===== src/rtl/chronos_pkg.sv =====
// rtl/chronos_pkg.sv - shared FSM state and owner encodings for the chronos memory arbiter
package chronos_pkg;

    typedef enum logic [1:0] {
        ST_IDLE  = 2'd0,
        ST_ISSUE = 2'd1,
        ST_WAIT  = 2'd2
    } arb_state_t;

    localparam logic OWN_IF = 1'b0;
    localparam logic OWN_LS = 1'b1;

endpackage


===== src/rtl/chronos_arb_pick.sv =====
// rtl/chronos_arb_pick.sv - IF/LSU winner selection; starve counter only with CHRONOS_ARB_STARVE_GUARD_EN
module chronos_arb_pick
    import chronos_pkg::*;
#(
    parameter int STARVE_LIMIT = 4
) (
`ifdef CHRONOS_ARB_STARVE_GUARD_EN
    input  logic clk,
    input  logic rst,
    input  logic i_idle,
`endif
    input  logic i_if_req,
    input  logic i_ls_req,
    output logic o_pick_if,
    output logic o_pick_ls
);

`ifdef CHRONOS_ARB_STARVE_GUARD_EN
    logic [3:0] r_starve_cnt;
    logic       w_if_first;

    assign w_if_first = (r_starve_cnt == 4'(STARVE_LIMIT));
    assign o_pick_ls  = i_ls_req && !(w_if_first && i_if_req);
    assign o_pick_if  = i_if_req && !o_pick_ls;

    // Counts LSU wins that left a fetch waiting; only IDLE cycles are decisions.
    always_ff @(posedge clk or posedge rst) begin
        if (rst) begin
            r_starve_cnt <= 4'd0;
        end else if (i_idle) begin
            if (o_pick_if || !i_if_req) begin
                r_starve_cnt <= 4'd0;
            end else if (o_pick_ls) begin
                r_starve_cnt <= r_starve_cnt + 4'd1;
            end
        end
    end
`else
    assign o_pick_ls = i_ls_req;
    assign o_pick_if = i_if_req && !i_ls_req;
`endif

endmodule


===== src/rtl/chronos_mem_arbiter.sv =====
// rtl/chronos_mem_arbiter.sv - single-port memory arbiter between fetch and LSU
// Optional fetch starvation guard: CHRONOS_ARB_STARVE_GUARD_EN.
module chronos_mem_arbiter
    import chronos_pkg::*;
#(
    parameter int ADDR_W       = 32,
    parameter int STARVE_LIMIT = 4
) (
    input  logic              clk,
    input  logic              rst,
    input  logic              if_req,
    input  logic [ADDR_W-1:0] if_addr,
    output logic              if_gnt,
    output logic              if_rvalid,
    output logic [31:0]       if_rdata,
    input  logic              ls_req,
    input  logic              ls_we,
    input  logic [3:0]        ls_be,
    input  logic [ADDR_W-1:0] ls_addr,
    input  logic [31:0]       ls_wdata,
    output logic              ls_gnt,
    output logic              ls_rvalid,
    output logic [31:0]       ls_rdata,
    output logic              mem_req,
    output logic              mem_we,
    output logic [3:0]        mem_be,
    output logic [ADDR_W-1:0] mem_addr,
    output logic [31:0]       mem_wdata,
    input  logic              mem_gnt,
    input  logic              mem_rvalid,
    input  logic [31:0]       mem_rdata
);

    arb_state_t        r_state;
    logic              r_owner;
    logic              r_we;
    logic [3:0]        r_be;
    logic [ADDR_W-1:0] r_addr;
    logic [31:0]       r_wdata;

    logic w_idle;
    logic w_pick_if;
    logic w_pick_ls;
    logic w_take;
    logic w_resp;

    // Grants are suppressed while reset is held so every output reads 0.
    assign w_idle = (r_state == ST_IDLE) && !rst;

    chronos_arb_pick #(
        .STARVE_LIMIT(STARVE_LIMIT)
    ) u_pick (
`ifdef CHRONOS_ARB_STARVE_GUARD_EN
        .clk      (clk),
        .rst      (rst),
        .i_idle   (w_idle),
`endif
        .i_if_req (if_req),
        .i_ls_req (ls_req),
        .o_pick_if(w_pick_if),
        .o_pick_ls(w_pick_ls)
    );

    assign if_gnt = w_idle && w_pick_if;
    assign ls_gnt = w_idle && w_pick_ls;
    assign w_take = if_gnt || ls_gnt;
    assign w_resp = (r_state == ST_WAIT) && mem_rvalid;

    always_ff @(posedge clk or posedge rst) begin
        if (rst) begin
            r_state <= ST_IDLE;
            r_owner <= OWN_IF;
            r_we    <= 1'b0;
            r_be    <= 4'h0;
            r_addr  <= '0;
            r_wdata <= 32'h0;
        end else begin
            case (r_state)
                ST_IDLE: begin
                    if (w_take) begin
                        r_owner <= ls_gnt ? OWN_LS : OWN_IF;
                        r_we    <= ls_gnt && ls_we;
                        r_be    <= ls_gnt ? ls_be : 4'hF;
                        r_addr  <= ls_gnt ? ls_addr : if_addr;
                        r_wdata <= ls_gnt ? ls_wdata : 32'h0;
                        r_state <= ST_ISSUE;
                    end
                end
                ST_ISSUE: begin
                    if (mem_gnt) begin
                        r_state <= ST_WAIT;
                    end
                end
                ST_WAIT: begin
                    if (mem_rvalid) begin
                        r_state <= ST_IDLE;
                    end
                end
                default: r_state <= ST_IDLE;
            endcase
        end
    end

    assign mem_req   = (r_state == ST_ISSUE);
    assign mem_we    = r_we;
    assign mem_be    = r_be;
    assign mem_addr  = r_addr;
    assign mem_wdata = r_wdata;

    assign if_rvalid = w_resp && (r_owner == OWN_IF);
    assign ls_rvalid = w_resp && (r_owner == OWN_LS);
    assign if_rdata  = if_rvalid ? mem_rdata : 32'h0;
    // Store responses carry no data back to the LSU.
    assign ls_rdata  = (ls_rvalid && !r_we) ? mem_rdata : 32'h0;

endmodule


===== config.mk =====
export PLATFORM = sky130hd
export DESIGN_NAME = chronos_mem_arbiter
export DESIGN_NICKNAME = d
export VERILOG_FILES = /design/src/rtl/chronos_pkg.sv /design/src/rtl/chronos_arb_pick.sv /design/src/rtl/chronos_mem_arbiter.sv
export SDC_FILE = /design/constraint.sdc
export NUM_CORES = 1
export LEC_CHECK = 0
export CORE_UTILIZATION = 30
export DETAILED_ROUTE_END_ITERATION = 8
export GPL_ROUTABILITY_DRIVEN = 0
export PLACE_DENSITY = 0.84
export RECOVER_POWER = 25
export SYNTH_ARGS = -nofsm -noshare
export SYNTH_HDL_FRONTEND = slang
export SYNTH_HIERARCHICAL = 1
export SYNTH_SLANG_ARGS = --single-unit

===== constraint.sdc =====
create_clock -name clk -period 5.4 [get_ports clk]
set_clock_uncertainty 0.15 [all_clocks]
set_input_delay 1.08 -clock clk [delete_from_list [all_inputs] [get_ports clk]]
set_output_delay 1.08 -clock clk [all_outputs]
set_load 0.02 [all_outputs]

==> results of run 1 <==
[state kept, by name, summed over array words and instances, names as in the netlist]
signal / flops
mem_we: 1
mem_addr: 32
mem_wdata: 32
r_state: 2
r_owner: 1
mem_be: 4
[power by group through the flow]
| stage | sequential [mW] | clock (mW) | combinational, mW |
|---|---|---|---|
| 6_report | 0.908 | 0.428 | 1.29 |
| 5_1_grt | 0.938 | 0.468 | 1.37 |
| 4_1_cts | 0.909 | 0.443 | 1.31 |
| 3_5_place_dp | 0.911 | 0 | 1.31 |
| 3_3_place_gp | 0.905 | 0 | 1.29 |
| 2_1_floorplan | 1.17 | 0 | 0.340 |
[cell type report]
type | count | area share [%]
Sequential cell | 72 | 28.1
Inverter | 4 | 0.234
Timing Repair Buffer | 284 | 44.0
Tap cell | 140 | 2.74
Clock inverter | 6 | 1.07
Clock buffer | 10 | 1.99
Antenna cell | 1 | 0.0391
Multi-Input combinational cell | 181 | 21.8
[worst paths after layout]
check                                     to  slack [ns]  cells past startpoint
min in group asynchronous        mem_addr[5]        1.43                      2
max in group asynchronous       mem_wdata[0]        1.22                      3
worst min-delay path               mem_be[2]        0.34                      1
worst max-delay path                  if_gnt        0.84                      5
worst min register to register     mem_be[2]        0.34                      1
worst max register to register    r_state[0]        3.13                      4
[per-stage QoR]
stage | cell area (µm²) | setup WS [ns] | std cells | power, mW
2_1_floorplan | 3330 | 2.05 | 285 | 1.51
3_3_place_gp | 6220 | 1.07 | 681 | 2.19
3_5_place_dp | 6220 | 1.03 | 681 | 2.22
4_1_cts | 6410 | 1.03 | 697 | 2.66
5_1_grt | 6400 | 0.504 | 698 | 2.78
6_report | 6400 | 0.841 | 698 | 2.63
[per-layer routing]
| metal | part of all wire [%] | up-vias | wire length (µm) |
|---|---|---|---|
| met5 | 0 | - | 0 |
| li1 | - | 1582 | - |
| met4 | 2.0 | 0 | 242 |
| met1 | 41 | 1650 | 4880 |
| met2 | 49 | 150 | 5820 |
| met3 | 8.1 | 16 | 959 |
[synth_stat cells]
cell	n	area share [%]
o21ai_0	2	0.30
nor3_1	1	0.15
nand2_1	4	0.45
and4b_1	1	0.30
or3_1	32	6.0
o21a_1	1	0.23
o22a_1	4	1.1
inv_1	3	0.34
and2_1	64	12
dfrtp_1	72	54
o21ai_1	1	0.15
clkbuf_2	1	0.15
nor2b_4	1	0.41
clkinv_1	1	0.11
o221a_2	32	11
buf_2	6	0.90
nand2b_1	1	0.19
a22o_1	33	8.7
clkbuf_1	20	2.3
buf_4	1	0.23
or4b_4	1	0.41
nor3b_1	1	0.23
nor2b_1	1	0.19
or2b_1	1	0.23
[worst max-delay path, stage by stage]
cell	delay (ns)
clkdlybuf4s50_1	0.47
nor2b_4	0.16
or4b_1	0.85
inv_1	0.15
clkdlybuf4s50_1	0.61
[kinds of logic after synthesis]
kind of cell	synth area share, %
compound gates	21.2
simple gates	20.6
flops	54.2
buf+inv	3.99
==> results.cfg, run 1 <==
[status]
status = finished, violations left
failed_checks = capacitance limit, slew limit

[pwr]
pwr-share-comb_pct = 49.2
power_frac_seq_pct = 34.5
power.switching_uw = 946
power_density_mw_per_mm2 = 410
clkPwrFrac_pct = 16.3
ir_drop_mv = 0.227
p_leak_nw = 2.56
switching_share_pct = 36.0
p_int_mw = 1.68

[finish]
seq_area_mm2 = 0.00180
fillerInstances = 916
drive_gt1_share_pct = 10.1
final_cell_mix = clkdlybuf4s50_1 (272), dfrtp_1 (72), and2_1 (64)
mostFrequentLayoutCell = clkdlybuf4s50_1
multi_input_comb_area_mm2 = 0.00140
final_util_pct = 59.1
syn_to_final_growth_pct = 92.5
nets = 691

[clock_network]
tritoncts = built
numCtsBuffers = 9
post_cts.repair.setup_buffers = 0
h-tree-depth = 3
cts_root_buffer = clkbuf_8
cts.clk_slew.worst_paths_ns = 0.08
cts.sinks = 72
hold_buffers = 0
cts_resized = 0
insertion_delay_ns = 0.34
clockBufferDepth = 2

[route]
wl_um = 11900
ant_nets = 0
drt-vias-per-instance = 4.87
drt_pass1_iterations = 4
drtIter0Drc = 151
drc = 0
vias = 3398
wl_per_cell_um = 17.0

[synth]
syn_avg_cell_area_um2 = 11.7
yosysWarnings = 6
synth-seq-cells = 72
synthCells = 285
ys_seq_area_share_pct = 54.2
syn_nets = 424
synthDistinctLibCells = 24
synthesis.area_mm2 = 0.00333

[floorplan]
start_util_pct = 30.7
num_io_pins = 277
core_area_mm2 = 0.0108
rows = 38
fp.dieH_um = 107
fp.dieW_um = 107
dieArea_mm2 = 0.0115

[grt]
busiest_layer = met2
track_usage_pct = 20.5
met2_usage_pct = 33.9
use_met1_pct = 26.0
grt_pass1_vias = 3443
grt_util_met3_pct = 5.15
grt_max_degree = 41
grt_pass1_wl_um = 18100
overflow = 0
antenna_found_initial = 1

[worst_setup_path]
arrival_ns = 3.33
r2r-start = r_state[1]
critPathMaxFanout = 34
crit_path_end_kind = output pin
cp-startpoint = ls_req
required_ns = 4.17
start_kind = input port
critical_path_class = input port to output pin

[sta]
period_minus_slack_ns = 4.56
worstMarginPinSlew_ns = 2.00
fin_hold_ws_ns = 0.345
drv_slew = 41
hold_viol_final = 0
finalSetupViolCount = 0
relSlewSlack_pct = -33.3
fmax_ghz = 0.219
grt_setup_unrepaired = false
setup_tns_ns = 0
timing.final.crit_share_pct = 84.4

[worst_hold_path]
min_from = mem_be[2]
hp-class = flip-flop to flip-flop

[placed_design]
hpwl_um = 8980
numPortBuffers = 276

[job]
drv_cap = 1
Power figures use the tool's default switching activity.
==> run 2, diff against run 1 <==
clock period = 4.5 ns   (was 5.4 ns; I/O delays follow)
==> results.cfg, run 2 (synthesis gave the netlist of run 1 again) <==
[route]
ant_nets = 0
vias = 3329
drt_pass1_iterations = 4
drt-vias-per-instance = 4.78
wl_um = 11700
wl_per_cell_um = 16.7
drc = 0
drtIter0Drc = 188

[finish]
final_util_pct = 59.0
drive_gt1_share_pct = 11.0
nets = 691
mostFrequentLayoutCell = clkdlybuf4s50_1
final_cell_count_no_fill = 697
syn_to_final_growth_pct = 92.2
n_antenna_cell = 0
fin_area_mm2 = 0.00639
final_cell_mix = clkdlybuf4s50_1 (271), dfrtp_1 (72), and2_1 (64)

[sta]
grt_setup_unrepaired = false
drv_slew = 0
worstMarginPinSlew_ns = 1.47
period_minus_slack_ns = 3.94
setup_tns_ns = 0
finalSetupViolCount = 0
hold_viol_final = 0
relSlewSlack_pct = 1.99
fmax_ghz = 0.254
timing.final.crit_share_pct = 87.4

[pwr]
power_frac_seq_pct = 34.6
clkPwrFrac_pct = 15.7
power.switching_mw = 1.15
pwr-share-comb_pct = 49.7
p_leak_nw = 2.57
ir_drop_mv = 0.286
power_density_mw_per_mm2 = 489
switching_share_pct = 36.8
p_int_mw = 1.98

[clock_network]
numCtsBuffers = 9
clockBufferDepth = 2
cts_root_buffer = clkbuf_8
cts_resized = 0
insertion_delay_ns = 0.34
h-tree-depth = 3
tritoncts = built
cts.sinks = 72
hold_buffers = 0
cts.clk_slew.worst_paths_ns = 0.07
post_cts.repair.setup_buffers = 0

[worst_setup_path]
path_delay_family = buffers and inverters
critPathMaxFanout = 32
cp_slowest_stage_delay_ns = 0.62
arrival_ns = 2.89
start_kind = input port
critPathSlowestCell = clkdlybuf4s50_1
crit_buf_inv = 3
path_cells = dlygate4sd3_1 -> and4b_1 -> nor2b_1 -> buf_4 -> and2_1 -> clkdlybuf4s50_1
critical_path_class = input port to output pin
crit_path_end_kind = output pin
required_ns = 3.45

[grt]
grt_pass1_vias = 3349
overflow = 0
grt_max_degree = 38
antenna_found_initial = 0
track_usage_pct = 20.1
grt_pass1_wl_um = 17700

[floorplan]
fp.dieH_um = 107
rows = 38
num_io_pins = 277
dieArea_mm2 = 0.0115
start_util_pct = 30.7
fp.dieW_um = 107
core_area_mm2 = 0.0108

[placed_design]
hpwl_um = 8880
dp_cells = 681
postPlaceCellArea_mm2 = 0.00621
numPortBuffers = 276

[job]
drv_cap = 0

[worst_hold_path]
hp-class = flip-flop to flip-flop

[status]
status = completed
==> run 2: final timing paths <==
path	start	to	slack, ns	cells past startpoint
min	mem_wdata[19]	mem_wdata[19]	0.35	1
min in group asynchronous	rst	r_state[0]	1.26	2
min reg2reg	mem_wdata[19]	mem_wdata[19]	0.35	1
max	mem_rvalid	ls_rdata[13]	0.56	6
max reg2reg	r_state[1]	r_state[0]	2.20	4
max in group asynchronous	rst	mem_addr[30]	1.43	3
==> run 2: per-stage QoR <==
stage,power [mW],worst slack (ns),hold slack [ns]
after global routing,3.31,0.459,0.362
after detailed placement,2.66,0.591,0.332
final,3.13,0.565,0.350
after global placement,2.63,0.580,0.322
after CTS,3.17,0.568,0.358
after floorplan,1.81,1.51,0.313
==> run 2: power groups by stage <==
stage	registers [mW]	clock network, mW	logic (mW)
CTS	1.08	0.512	1.57
floorplan	1.41	0	0.409
detailed placement	1.09	0	1.57
global route	1.12	0.546	1.64
finish	1.08	0.490	1.55
global placement	1.08	0	1.55
==> run 2: area by class of cell <==
| type | instances | area, µm² |
|---|---|---|
| sequential | 72 | 1800 |
| clock inverter | 7 | 66.3 |
| timing repair buffer | 284 | 2810 |
| clock buffer | 9 | 124 |
| inverter | 4 | 15.0 |
| fill | 889 | 4450 |
| multi-input combinational | 181 | 1400 |
| tap | 140 | 175 |
==> run 2: metal layers <==
layer	wire [µm]	global-route usage, %
met5	0	0
met4	172	5.97
met3	860	4.66
met2	5760	33.7
met1	4880	25.8
